File: config.mk
export PLATFORM = sky130hd
export DESIGN_NAME = vector_mem_unit
export DESIGN_NICKNAME = d
export VERILOG_FILES = /design/src/rtl/vmem_pkg.sv /design/src/rtl/vmem_rd_capture.sv /design/src/rtl/vector_mem_unit.sv
export SDC_FILE = /design/constraint.sdc
export NUM_CORES = 1
export LEC_CHECK = 0
export CAP_MARGIN = 20
export CORE_AREA = 2 2 260 262
export DETAILED_ROUTE_END_ITERATION = 10
export DIE_AREA = 0 0 262 264
export PLACE_DENSITY = 0.67
export SLEW_MARGIN = 20
export SYNTH_ARGS = -nofsm -noshare
export SYNTH_HDL_FRONTEND = slang
export SYNTH_SLANG_ARGS = --single-unit
export TNS_END_PERCENT = 5
File: constraint.sdc
create_clock -name clk -period 45.1 [get_ports clk]
set_clock_uncertainty 0.1 [all_clocks]
set_input_delay 9.02 -clock clk [delete_from_list [all_inputs] [get_ports clk]]
set_output_delay 9.02 -clock clk [all_outputs]
set_load 0.01 [all_outputs]
File: src/rtl/vmem_pkg.sv
`default_nettype none
// +------------------------------------------------------------------------+
// | Package : vmem_pkg                                                     |
// | Shared types and constants for the vector memory access sequencer.     |
// | Contents: vmem_state_t FSM encoding, default word/vector widths,       |
// |           WORDS / BEAT_W for the default geometry, idx_width() helper. |
// | Revision: 1.0 - initial release                                        |
// +------------------------------------------------------------------------+
package vmem_pkg;

  localparam int DEF_N  = 32;
  localparam int DEF_V  = 256;
  localparam int WORDS  = DEF_V / DEF_N;
  localparam int BEAT_W = (WORDS > 1) ? $clog2(WORDS) : 1;

  typedef enum logic [1:0] {
    IDLE  = 2'd0,
    ISSUE = 2'd1,
    DRAIN = 2'd2,
    DONE  = 2'd3
  } vmem_state_t;

  // Beat index width for a given word count; never narrower than one bit.
  function automatic int idx_width(input int words);
    return (words > 1) ? $clog2(words) : 1;
  endfunction

endpackage
`default_nettype wire

File: src/rtl/vmem_rd_capture.sv
`default_nettype none
// +------------------------------------------------------------------------+
// | Module  : vmem_rd_capture                                              |
// | Tracks outstanding read beats through a MEM_LAT-deep tag pipeline and  |
// | writes each returning memory word into its slot of the load register.  |
// | Ports   : clk, rst (async, active-high)                                |
// |           clr      - clear the assembled load data (new access)        |
// |           rd_en    - a read beat is issued this cycle                  |
// |           rd_idx   - beat index of the issued read                     |
// |           rd_word  - memory read word                                  |
// |           rdata    - assembled load data                               |
// | Revision: 1.0 - initial release                                        |
// +------------------------------------------------------------------------+
module vmem_rd_capture #(
  parameter int MEM_LAT = 1,
  parameter int N       = 32,
  parameter int V       = 256,
  parameter int IDX_W   = 3
) (
  input  logic             clk,
  input  logic             rst,
  input  logic             clr,
  input  logic             rd_en,
  input  logic [IDX_W-1:0] rd_idx,
  input  logic [N-1:0]     rd_word,
  output logic [V-1:0]     rdata
);

  logic [MEM_LAT-1:0]            tag_vld_q, tag_vld_d;
  logic [MEM_LAT-1:0][IDX_W-1:0] tag_idx_q, tag_idx_d;
  logic [V-1:0]                  rdata_q, rdata_d;

  // The pipeline advances every cycle independent of the global enable,
  // because the memory returns data a fixed time after the strobe.
  always_comb begin
    tag_vld_d    = '0;
    tag_idx_d    = '0;
    tag_vld_d[0] = rd_en;
    tag_idx_d[0] = rd_idx;
    for (int k = 1; k < MEM_LAT; k++) begin
      tag_vld_d[k] = tag_vld_q[k-1];
      tag_idx_d[k] = tag_idx_q[k-1];
    end

    rdata_d = rdata_q;
    if (clr) begin
      rdata_d = '0;
    end else if (tag_vld_q[MEM_LAT-1]) begin
      // Tag at the pipeline exit lines up with the word now on rd_word.
      rdata_d[tag_idx_q[MEM_LAT-1]*N +: N] = rd_word;
    end
  end

  always_ff @(posedge clk or posedge rst) begin
    if (rst) begin
      tag_vld_q <= '0;
      tag_idx_q <= '0;
      rdata_q   <= '0;
    end else begin
      tag_vld_q <= tag_vld_d;
      tag_idx_q <= tag_idx_d;
      rdata_q   <= rdata_d;
    end
  end

  assign rdata = rdata_q;

endmodule
`default_nettype wire

File: src/rtl/vector_mem_unit.sv
`default_nettype none
// +------------------------------------------------------------------------+
// | Module  : vector_mem_unit                                              |
// | Memory-stage access sequencer: splits a V-bit vector load/store into   |
// | V/N single-word memory beats, passes scalar accesses as one beat, and  |
// | holds Busy so the pipeline stalls until the access completes.          |
// | Ports   : clk, rst (async, active-high), en                            |
// |           req_valid/req_we/req_vec/req_addr/req_wdata/req_byteen       |
// |           Busy, done, err, rdata                                       |
// |           AddressData, ByteenaData, WriteData, RdenData, WrenData,     |
// |           ReadData                                                     |
// | Config  : VMEM_ALIGN_CHECK_EN - misaligned requests complete at once   |
// |           with err=1; otherwise low address bits are forced to zero.   |
// | Revision: 1.0 - initial release                                        |
// +------------------------------------------------------------------------+
module vector_mem_unit
  import vmem_pkg::*;
#(
  parameter int N       = DEF_N,
  parameter int V       = DEF_V,
  parameter int MEM_LAT = 1
) (
  input  logic           clk,
  input  logic           rst,
  input  logic           en,
  input  logic           req_valid,
  input  logic           req_we,
  input  logic           req_vec,
  input  logic [N-1:0]   req_addr,
  input  logic [V-1:0]   req_wdata,
  input  logic [N/8-1:0] req_byteen,
  output logic           Busy,
  output logic           done,
  output logic           err,
  output logic [V-1:0]   rdata,
  output logic [N-1:0]   AddressData,
  output logic [N/8-1:0] ByteenaData,
  output logic [N-1:0]   WriteData,
  output logic           RdenData,
  output logic           WrenData,
  input  logic [N-1:0]   ReadData
);

  localparam int NW    = V / N;
  localparam int BW    = idx_width(NW);
  localparam int BYTES = N / 8;
  localparam int DW    = $clog2(MEM_LAT + 1);

  localparam logic [N-1:0]  VEC_MASK    = N'(V / 8 - 1);
  localparam logic [N-1:0]  SCL_MASK    = N'(BYTES - 1);
  localparam logic [N-1:0]  BEAT_STRIDE = N'(BYTES);
  localparam logic [BW-1:0] LAST_VEC    = BW'(NW - 1);
  localparam logic [DW-1:0] DRAIN_LAST  = DW'(MEM_LAT - 1);

  vmem_state_t      state_q, state_d;
  logic [BW-1:0]    beat_q, beat_d;
  logic [N-1:0]     base_q, base_d;
  logic [V-1:0]     wdata_q, wdata_d;
  logic             we_q, we_d;
  logic             vec_q, vec_d;
  logic [BYTES-1:0] byteen_q, byteen_d;
  logic             err_q, err_d;
  logic [DW-1:0]    drain_q, drain_d;

  logic             accept;
  logic [BW-1:0]    last_beat;

  assign accept    = (state_q == IDLE) & req_valid & en;
  assign last_beat = vec_q ? LAST_VEC : '0;

`ifdef VMEM_ALIGN_CHECK_EN
  logic misalign;
  assign misalign = req_vec ? |(req_addr & VEC_MASK) : |(req_addr & SCL_MASK);
`endif

  always_comb begin
    state_d  = state_q;
    beat_d   = beat_q;
    base_d   = base_q;
    wdata_d  = wdata_q;
    we_d     = we_q;
    vec_d    = vec_q;
    byteen_d = byteen_q;
    err_d    = err_q;
    drain_d  = drain_q;

    Busy        = 1'b0;
    done        = 1'b0;
    err         = 1'b0;
    AddressData = '0;
    ByteenaData = '0;
    WriteData   = '0;
    RdenData    = 1'b0;
    WrenData    = 1'b0;

    case (state_q)
      IDLE: begin
        // Busy is combinational so the core stalls in the accept cycle.
        Busy = req_valid;
        if (accept) begin
          base_d   = req_addr & ~(req_vec ? VEC_MASK : SCL_MASK);
          wdata_d  = req_wdata;
          we_d     = req_we;
          vec_d    = req_vec;
          byteen_d = req_byteen;
          beat_d   = '0;
`ifdef VMEM_ALIGN_CHECK_EN
          err_d    = misalign;
          state_d  = misalign ? DONE : ISSUE;
`else
          err_d    = 1'b0;
          state_d  = ISSUE;
`endif
        end
      end

      ISSUE: begin
        Busy        = 1'b1;
        AddressData = base_q + N'(beat_q) * BEAT_STRIDE;
        ByteenaData = vec_q ? '1 : byteen_q;
        WriteData   = wdata_q[beat_q*N +: N];
        // A stalled beat keeps its address but must not touch memory.
        RdenData    = en & ~we_q;
        WrenData    = en & we_q;
        if (en) begin
          if (beat_q == last_beat) begin
            drain_d = '0;
            state_d = we_q ? DONE : DRAIN;
          end else begin
            beat_d = beat_q + 1'b1;
          end
        end
      end

      DRAIN: begin
        // Covers the read latency of the final beat; ignores en.
        Busy = 1'b1;
        if (drain_q == DRAIN_LAST) begin
          state_d = DONE;
        end else begin
          drain_d = drain_q + 1'b1;
        end
      end

      DONE: begin
        // req_valid is still the completing instruction here; not re-accepted.
        done    = 1'b1;
        err     = err_q;
        err_d   = 1'b0;
        state_d = IDLE;
      end

      default: state_d = IDLE;
    endcase
  end

  always_ff @(posedge clk or posedge rst) begin
    if (rst) begin
      state_q  <= IDLE;
      beat_q   <= '0;
      base_q   <= '0;
      wdata_q  <= '0;
      we_q     <= 1'b0;
      vec_q    <= 1'b0;
      byteen_q <= '0;
      err_q    <= 1'b0;
      drain_q  <= '0;
    end else begin
      state_q  <= state_d;
      beat_q   <= beat_d;
      base_q   <= base_d;
      wdata_q  <= wdata_d;
      we_q     <= we_d;
      vec_q    <= vec_d;
      byteen_q <= byteen_d;
      err_q    <= err_d;
      drain_q  <= drain_d;
    end
  end

  vmem_rd_capture #(
    .MEM_LAT (MEM_LAT),
    .N       (N),
    .V       (V),
    .IDX_W   (BW)
  ) u_rd_capture (
    .clk     (clk),
    .rst     (rst),
    .clr     (accept),
    .rd_en   (RdenData),
    .rd_idx  (beat_q),
    .rd_word (ReadData),
    .rdata   (rdata)
  );

endmodule
`default_nettype wire

* After elaboration in Yosys (flattened, before gate mapping)
Cells that the tools add are included.
Cells by class: $add $sub $neg 4, equal/unequal tests 9, shifts and indexed selects 3, muxes and demuxes 30, bitwise operators 7, reduce and logical (&&, ||, !) cells 11
Operator list (number):
- two-way mux 256 bit | 2
- bitwise mux 256 bit | 1
- variable shift 32 x 34 -> 256 bit, first input constant | 1
- variable part select 256 x 9 -> 32 bit | 1
- variable part select 32 x 34 -> 256 bit | 1
- two-way mux 32 bit | 2
- negator 8 -> 34 bit | 1
- adder 32 x 5 -> 32 bit | 1
- AND 32 bit | 1
- NOT 5 -> 32 bit | 1
- two-way mux 3 bit | 4
- != test 2 bit, second input constant | 5
- two-way mux 1 bit | 9
- two-way mux 2 bit | 4
- two-way mux 4 bit | 2
- one-hot mux 2 bit (4 select lines) | 1
- AND reduction 4 bit | 2
- nonzero test 2 bit | 4
- one-hot mux 1 bit (2 select lines) | 3
- one-hot mux 3 bit (2 select lines) | 1
- two-way mux 5 bit | 1
- AND 1 bit | 4
- == test 2 bit, second input constant | 2
- AND reduction 2 bit | 2
- 8 further kinds | 8
Word-level totals: flip-flop bits (word level) 561, output and inout bits 329, word-level logic and storage cells 76

* Longest topological paths before layout
word-level depth 5, depth in mapped cells 14, gate-level depth less buffers 7

* Modules after synthesis
A second synthesis with hierarchy kept.
Second synthesis, totals: cell total of the unflattened synthesis 2540, area, all modules 25172.9 um^2
Modules (own cells, without submodules):
- vector_mem_unit | times used 1, cells each 1601, area each 14044.7 um^2, sequential area each 7432.1 um^2
- vmem_rd_capture | times used 1, cells each 939, area each 11128.2 um^2, sequential area each 6506.2 um^2

* Worst setup path before layout
OpenSTA, ideal clock, no wires.
kind in2out, start input port en, end output port RdenData, data arrival time 9.253 ns, data required time 35.980 ns, path slack 26.727 ns, stages on the path 2, buffers on the path 0, path through nand2_1 nor2_1
Between the ends: longest elaborated chain between the ends 2
RTL lines:
- start: declaration | line vector_mem_unit.sv:25 | input logic en,
- AND 1 bit | line vector_mem_unit.sv:123 | RdenData = en & ~we_q;
- two-way mux 1 bit | line vector_mem_unit.sv:96 | case (state_q)
- end: declaration | line vector_mem_unit.sv:39 | output logic RdenData,
Every way passes these cells.

* Final worst setup path
Same ends and word-level chain as after synthesis.

==> results.yml <==
timing:
  min_period_over_period: 0.437
  post-route-min-period_ns: 19.70
  hold_ws_ns: 0.366
  tns_ns: 0
  worst_pin_slew_ns: 1.19
  rsz0062_at_grt: "false"
  setup_viol: 0
  drv_slew: 0
  fmax_mhz: 50.8
  worst_slew_margin_rel: 0.203
  hold_viol: 0
routing:
  wire_per_inst_um: 21.0
  ant_nets: 0
  remaining_drc_errors: 0
  finalWirelength_um: 86500
  avgViaCountPerCell: 5.10
  first_pass_iters: 5
  drtIter0Drc: 1760
  num_vias: 20995
worst_hold_path:
  hold_path.class: "flip-flop to flip-flop"
  worstHoldPathCells: 2
  hp-start: "wdata_q[71]"
  min_to: "wdata_q[71]"
floorplan:
  ios: 659
  core_um2: 66600
  rows: 95
  initial_utilization: 0.367
  die_w_um: 262
  dieArea_um2: 69200
  die_height_um: 264
clock_network:
  post_cts_resized: 0
  cts_sinks: 557
  hold_buffers: 0
  cts_tree: "yes"
  cts_buffer_depth: 3
  clock_latency_ns: 0.60
  cts_buffers: 60
  post_cts_buffers: 0
  htreeDepth: 2
  path_clk_slew_ns: 0.06
  cts-root-buf: "clkbuf_16"
cells_and_area:
  fill_cells: 6141
  drive_gt1_frac: 0.0691
  multi_input_area_um2: 9620
  regArea_um2: 13900
  area_delta_synth_final_pct: 37.6
  postLayoutCellArea_um2: 33700
  final_nets: 3535
  utilization: 0.506
global_routing:
  grt_usage: 0.244
  grt_pass1_vias: 20693
  grt_first_pass_wirelength_um: 129000
  grt_max_degree: 128
  grt_overflow: 0
  antenna_found_initial: 14
yosys:
  synthCells: 2661
  post-synth-top-count-cell: "nand2_1"
  ys_seq_elements: 557
  synth_edf_count: 0
  synth-seq-area-share: 0.570
  avgSynthCellArea_um2: 9.19
  ys_types: 56
  synth_top_area_cell: "dfrtp_1"
  synth.area.top_cells: "dfrtp_1 57%, nand2_1 19%, mux4_2 5.9%"
  synth-main-ff-cell: "dfrtp_1"
  yosysTopAreaCellShare: 0.570
  synth_area_um2: 24500
  ys_warn_count: 0
  yosys-top-cells-count: "1245 x nand2_1, 557 x dfrtp_1, 243 x a21oi_1"
  async_reset_ff_frac: 1.00
setup_path:
  rr_worst_depth: 8
  end_kind: "output pin"
  r2r-start: "state_q[0]"
  reg2reg_slack_ns: 40.39
  worstPathRequired_ns: 35.98
  rr_endpoint: "wdata_q[29]"
  start_kind: "input port"
  path_class: "input port to output pin"
  crit_arrival_ns: 10.58
  path_max_fanout: 6
outcome:
  status: "completed"
placement:
  dpl_cell_area_um2: 31500
  portBuffers: 653
  routabilityCongestion: 0.838
  place_hpwl_um: 59800
job:
  maxCapViolCount: 0
pwr:
  power_w: 0.00233
  ir_worst_vdd_uv: 36.6
  power.leakage_nw: 15.2
  powerDensity_nw_per_um2: 69.3
-- cells by family after synthesis --
family / share of synthesized area
AOI/OAI and AO/OA: 0.0848
xor gates and xnor gates: 0.00394
adders and majority gates: 0.00644
buffers and inverters: 0.0408
DFF: 0.570
muxes: 0.0597
other: 0.000153
and+or+nand+nor: 0.234
-- state kept, by name, indices dropped and copies added, names as in the netlist --
name and count:
state_q 2, u_rd_capture.tag_vld_q 1, base_q 30, byteen_q 4, u_rd_capture.tag_idx_q 3, u_rd_capture.rdata 256
vec_q 1, we_q 1, wdata_q 256, beat_q 3
-- cell usage in the layout (no fill, tap or decap), types with 4 or more instances in the layout --
master and count:
and2_1 7, nor2b_1 4, nand2_1 1245, mux4_2 64
and4_1 6, clkbuf_16 61, xnor2_1 4, or4_1 10
nand3_1 90, diode_2 4, nand3b_1 5, a21oi_1 243
bufinv_16 7, inv_1 14, ha_1 11, or3_1 5
a22o_1 64, clkinv_2 10, dfrtp_1 553, clkbuf_8 18
and3_1 4, clkbuf_1 12, nand4_1 8, clkdlybuf4s50_1 653
o21ai_0 13, xor2_1 7, nor2_1 24, buf_4 33
o31ai_1 6
-- routing by layer --
layer / wire (um) / part of all wire / GRT usage
met1: 33000 / 0.38 / 0.293
met2: 42500 / 0.49 / 0.415
met3: 7610 / 0.088 / 0.0697
met4: 3260 / 0.038 / 0.0904
met5: 78 / 0.00090 / 0
-- through the flow --
| stage | instances | setup slack, ns |
|---|---|---|
| CTS | 4115 | 25.37 |
| floorplan | 2663 | 20.40 |
| detailed placement | 4003 | 25.40 |
| global route | 4118 | 25.29 |
| finish | 4120 | 25.40 |
| global placement | 4003 | 25.43 |
-- power breakdown --
part | switching, W | total, W | internal [W]
clock | 0.000208 | 0.000525 | 0.000317
sequential | 0.000149 | 0.000879 | 0.000730
combinational | 0.000478 | 0.000930 | 0.000451
-- area by class of cell --
class / count / share of cell area
Sequential cell: 557 / 0.414
Multi-Input combinational cell: 1870 / 0.286
Timing Repair Buffer: 687 / 0.202
Clock buffer: 91 / 0.0540
Tap cell: 873 / 0.0324
Clock inverter: 21 / 0.00877
Inverter: 17 / 0.00212
Antenna cell: 4 / 0.000297
-- critical path, stage by stage --
cell and delay (ns):
clkdlybuf4s50_1 0.72, nand2_1 0.09, nor2_1 0.18, clkdlybuf4s50_1 0.57
-- worst max-delay path by stage --
| stage | from | end | slack, ns | cells after the start |
|---|---|---|---|---|
| after floorplan | rst | base_q[10] | 20.40 | 1 |
| after global placement | en | RdenData | 25.43 | 4 |
| after detailed placement | en | RdenData | 25.40 | 4 |
| after CTS | en | RdenData | 25.37 | 4 |
| after global routing | en | RdenData | 25.29 | 4 |
| final | en | RdenData | 25.40 | 4 |
No activity file was read; power rests on OpenSTA's default activity.
